<file path="src/rtl/delay_timer_bank.sv">
// Multi-channel programmable delay generator driven by one shared prescaler tick.
// Optional HUD countdown output is enabled with `define DELAY_TIMER_REMAIN_EN.
module delay_timer_bank #(
    parameter int CHANNELS      = 4,
    parameter int DELAY_BITS    = 8,
    parameter int PRESCALE_BITS = 16,
    parameter int PRESCALE_MAX  = 49999
) (
    input  logic                           clk,
    input  logic                           reset,
    input  logic [CHANNELS-1:0]            enable,
    input  logic [CHANNELS-1:0]            periodic,
    input  logic [CHANNELS-1:0]            load,
    input  logic [CHANNELS*DELAY_BITS-1:0] delay,
    output logic [CHANNELS-1:0]            waiting,
`ifdef DELAY_TIMER_REMAIN_EN
    output logic [CHANNELS*DELAY_BITS-1:0] remaining,
`endif
    output logic [CHANNELS-1:0]            done
);

    typedef enum logic [1:0] {
        ST_IDLE    = 2'd0,
        ST_RUN     = 2'd1,
        ST_EXPIRED = 2'd2
    } state_t;

    localparam logic [PRESCALE_BITS-1:0] PRE_MAX = PRESCALE_BITS'(PRESCALE_MAX);

    logic [PRESCALE_BITS-1:0] pre_cnt_q, pre_cnt_d;
    logic                     base_tick;

    state_t                state_q  [CHANNELS];
    state_t                state_d  [CHANNELS];
    logic [DELAY_BITS-1:0] cnt_q    [CHANNELS];
    logic [DELAY_BITS-1:0] cnt_d    [CHANNELS];
    logic [DELAY_BITS-1:0] reload_q [CHANNELS];
    logic [DELAY_BITS-1:0] reload_d [CHANNELS];
    logic [CHANNELS-1:0]   mode_q, mode_d;
    logic [CHANNELS-1:0]   waiting_q, waiting_d;
    logic [CHANNELS-1:0]   done_q, done_d;

    // Free-running prescaler: independent of enable/load by design.
    always_comb begin
        base_tick = (pre_cnt_q == PRE_MAX);
        pre_cnt_d = base_tick ? '0 : pre_cnt_q + PRESCALE_BITS'(1);
    end

    always_comb begin
        mode_d    = mode_q;
        waiting_d = '1;
        done_d    = '0;
        for (int i = 0; i < CHANNELS; i++) begin
            state_d[i]  = state_q[i];
            cnt_d[i]    = cnt_q[i];
            reload_d[i] = reload_q[i];
            // A load wins over a same-cycle expiry, so no done pulse is emitted.
            if (load[i]) begin
                reload_d[i] = delay[i*DELAY_BITS +: DELAY_BITS];
                mode_d[i]   = periodic[i];
                cnt_d[i]    = '0;
                state_d[i]  = ST_RUN;
            end else if (enable[i]) begin
                case (state_q[i])
                    ST_RUN: begin
                        if (base_tick) begin
                            if (cnt_q[i] == reload_q[i]) begin
                                done_d[i]    = 1'b1;
                                waiting_d[i] = 1'b0;
                                cnt_d[i]     = '0;
                                if (!mode_q[i]) begin
                                    state_d[i] = ST_EXPIRED;
                                end
                            end else begin
                                cnt_d[i] = cnt_q[i] + DELAY_BITS'(1);
                            end
                        end
                    end
                    ST_EXPIRED: waiting_d[i] = 1'b0;
                    default: ;
                endcase
            end
        end
    end

    always_ff @(posedge clk) begin
        if (reset) begin
            pre_cnt_q <= '0;
            mode_q    <= '0;
            waiting_q <= '1;
            done_q    <= '0;
            for (int i = 0; i < CHANNELS; i++) begin
                state_q[i]  <= ST_IDLE;
                cnt_q[i]    <= '0;
                reload_q[i] <= '0;
            end
        end else begin
            pre_cnt_q <= pre_cnt_d;
            mode_q    <= mode_d;
            waiting_q <= waiting_d;
            done_q    <= done_d;
            for (int i = 0; i < CHANNELS; i++) begin
                state_q[i]  <= state_d[i];
                cnt_q[i]    <= cnt_d[i];
                reload_q[i] <= reload_d[i];
            end
        end
    end

    assign waiting = waiting_q;
    assign done    = done_q;

`ifdef DELAY_TIMER_REMAIN_EN
    logic [CHANNELS*DELAY_BITS-1:0] remaining_q, remaining_d;

    // Computed from next-state values so it moves in step with the counter.
    always_comb begin
        remaining_d = '0;
        for (int i = 0; i < CHANNELS; i++) begin
            if (state_d[i] == ST_RUN) begin
                remaining_d[i*DELAY_BITS +: DELAY_BITS] = reload_d[i] - cnt_d[i];
            end
        end
    end

    always_ff @(posedge clk) begin
        if (reset) begin
            remaining_q <= '0;
        end else begin
            remaining_q <= remaining_d;
        end
    end

    assign remaining = remaining_q;
`endif

endmodule

</file>
<file path="config.mk">
export PLATFORM = sky130hd
export DESIGN_NAME = delay_timer_bank
export DESIGN_NICKNAME = d
export VERILOG_FILES = /design/src/rtl/delay_timer_bank.sv
export SDC_FILE = /design/constraint.sdc
export NUM_CORES = 1
export LEC_CHECK = 0
export CAP_MARGIN = 20
export CORE_ASPECT_RATIO = 1.25
export CORE_MARGIN = 5
export CORE_UTILIZATION = 32
export CTS_CLUSTER_DIAMETER = 80
export DETAILED_ROUTE_END_ITERATION = 8
export GPL_TIMING_DRIVEN = 0
export PLACE_DENSITY = 0.63
export REMOVE_ABC_BUFFERS = 1
export SLEW_MARGIN = 20
export SYNTH_ARGS = -nofsm -noshare
export SYNTH_HDL_FRONTEND = slang
export SYNTH_SLANG_ARGS = --single-unit
</file>
<file path="constraint.sdc">
create_clock -name clk -period 5.9 [get_ports clk]
set_input_delay 0.885 -clock clk [delete_from_list [all_inputs] [get_ports clk]]
set_output_delay 0.885 -clock clk [all_outputs]
set_load 0.02 [all_outputs]
</file>
==> out/results.ini <==
[run_status]
status=complete, no violations

[global_routing]
grt_use_total_pct=12.6
antenna_found_initial=0
grt_pass1_wl_mm=17.3
grt_overflow_total=0
grt_max_degree=27
grt_pass1_vias=3843

[min_path]
hp-class=reg2reg

[placement]
hpwl_mm=7.39
io_buffers=53
gp_congestion=0.835
place_area_sq_um=5230

[power_and_ir_drop]
p_per_area_nw_per_um2=249
switchingPower_uw=331
irDropWorstVdd_v=0.000191
leakagePower_uw=0.00207
pwr-share-comb_pct=8.5
p_clk_share_pct=39.8
total_power_uw=1370
p_int_uw=1040
switching_share_pct=24.2
pwr-share-seq_pct=51.6

[worst_setup_path]
required_ns=6.11
critPathKind=reg2reg
arrival_ns=3.12
critPathCaptureType=flip-flop
crit_path_start_kind=flip-flop
crit_fanout=8

[logic_synthesis]
avgSynthCellArea_sq_um=8.82
yosys_register_bits=100
syn_inst=512
yosysWarningCount=0
synthArstFlopShare_pct=0
synthesis.area_sq_um=4520
ys_types=43
synth_flop_cell=dfxtp_1
synth-edff-count=0
yosysSeqAreaShare_pct=44.3

[finish]
final_area_sq_um=5500
drive_gt1_share_pct=4.80
area_delta_synth_final_pct=21.7
nFillCells=1379
fin_nets=610
diodes=0

[sta]
fmax_mhz=343
rsz0062_at_grt=false
drv_slew=0
worst_pin_slew_ns=0.883
max-slew-margin-rel_pct=40.6
min_period_over_period_pct=49.4
setup_violations=0
skew_ns=0.00690
hold_viol=0
fin_hold_ws_ns=0.470
period_minus_slack_ns=2.91
finalSetupTns_ns=0

[routing]
drc=0
drt-total-wl_mm=10.1
drt-vias-per-instance=5.17
drt_iter0_drc=181
vias=3817
routedWlPerCell_um=13.7
ant_nets=0
drt-pass1-iter-count=5

[clock_tree]
ctsHoldBuffers=0
tritoncts=built
cts_buffer_depth=2
cts_setup_buffers=0
clock_latency_ns=0.34
cts-root-buf=clkbuf_16
cts_sinks=100
clk_pin_slew_ns=0.07
h-tree-depth=3
cts_made_buffers=9
cts_resized=0

[floorplan]
fp.dieW_um=116
dieArea_sq_um=16600
initial_core_util_pct=32.7
io_pins=54
die_h_um=143
core_sq_um=13800
rows=48

[flow_run]
maxCapViolCount=0

[layer usage]
layer | track usage (%) | vias up | part of all wire (%)
met3 | 2.88 | 18 | 5.3
met5 | 0 | - | 0
met1 | 15.2 | 1784 | 43
li1 | - | 1910 | -
met4 | 5.07 | 0 | 1.9
met2 | 21.7 | 105 | 50
[through the flow]
stage	std cells	util (%)	setup WS, ns
after floorplan	493	-	2.94
after detailed placement	723	37.8	2.99
after global placement	721	37.6	1.83
after CTS	738	39.8	2.96
after global routing	738	39.8	2.71
final	738	39.8	2.99
[power by group through the flow]
stage               clock (uW)  sequential (uW)  combinational, uW
floorplan                    0              719               59.1
global route               591              709                129
finish                     545              707                117
detailed placement           0              723                117
global placement             0              722                112
CTS                        560              707                118
[cell usage in the layout, fill, tap and decap left out, drive strengths merged, types with 3 or more instances in the layout]
cell type,instances
a211oi,3
a21oi,26
a41oi,4
and3,3
buf,3
clkbuf,9
clkdlybuf4s50,52
clkinvlp,3
dfxtp,100
ha,5
inv,9
mux2i,36
nand2,27
nand3,37
nand4,11
nand4b,7
nor2,85
nor3,17
nor4,15
o21ai,13
o22ai,4
o31ai,3
o41ai,4
or2,6
or3,4
or4,5
xnor2,16
xor2,40
[synth_stat cells (5+ instances only)]
cell type,n,area (sq um)
dfxtp_1,100,2000
nor2_1,85,319
xor2_1,40,350
nand3_1,37,185
mux2i_1,36,360
nand2_1,27,101
a21oi_1,26,130
nor3_1,17,85.1
xnor2_1,16,140
nor4_1,14,87.6
o21ai_0,13,65.1
buf_1,11,41.3
nand4_1,11,68.8
inv_1,7,26.3
nand4b_1,7,61.3
clkbuf_1,5,18.8
ha_1,5,62.6
or2_2,5,31.3
[path summary, 6_finish.rpt]
path | start | to | slack [ns] | cells past startpoint
max reg2reg | pre_cnt_q[5]$_SDFF_PP0_ | cnt_q[2][3]$_SDFFE_PP0P_ | 2.99 | 6
min | pre_cnt_q[0]$_SDFF_PP0_ | pre_cnt_q[0]$_SDFF_PP0_ | 0.47 | 1
max | pre_cnt_q[5]$_SDFF_PP0_ | cnt_q[2][3]$_SDFFE_PP0P_ | 2.99 | 6
min reg2reg | pre_cnt_q[0]$_SDFF_PP0_ | pre_cnt_q[0]$_SDFF_PP0_ | 0.47 | 1
[final cells by class]
type | count | area [sq um] | share of cell area, %
Clock inverter | 6 | 48.8 | 0.887
Inverter | 7 | 26.3 | 0.478
Multi-Input combinational cell | 386 | 2420 | 44.0
Tap cell | 175 | 219 | 3.98
Timing Repair Buffer | 55 | 558 | 10.1
Clock buffer | 9 | 225 | 4.10
Sequential cell | 100 | 2000 | 36.4
[critical path, stage by stage (launching register included)]
cell     delay (ns)
dfxtp_1        0.36
or4b_4         0.59
nor4_2         0.65
buf_2          0.34
nand2_1        0.18
o21ai_0        0.53
nor2_1         0.13
[sequential cells by signal, summed over array words and instances (netlist names)]
name and cells:
cnt_q 32, reload_q 32, pre_cnt_q 16, state_q 8
done 4, mode_q 4, waiting 4
[kinds of logic (layout without fill, tap and decap cells)]
logic type / count (synthesis) / count (layout) / share of synthesized area (%)
compound gates: 61 / 61 / 8.14
xor+xnor: 56 / 56 / 10.9
fa+ha+maj: 5 / 5 / 1.39
buf+inv: 26 / 77 / 2.24
flops: 100 / 100 / 44.3
mux: 36 / 36 / 7.98
simple gates: 228 / 228 / 25.1
Note: power is estimated with default switching activity, not from simulation.
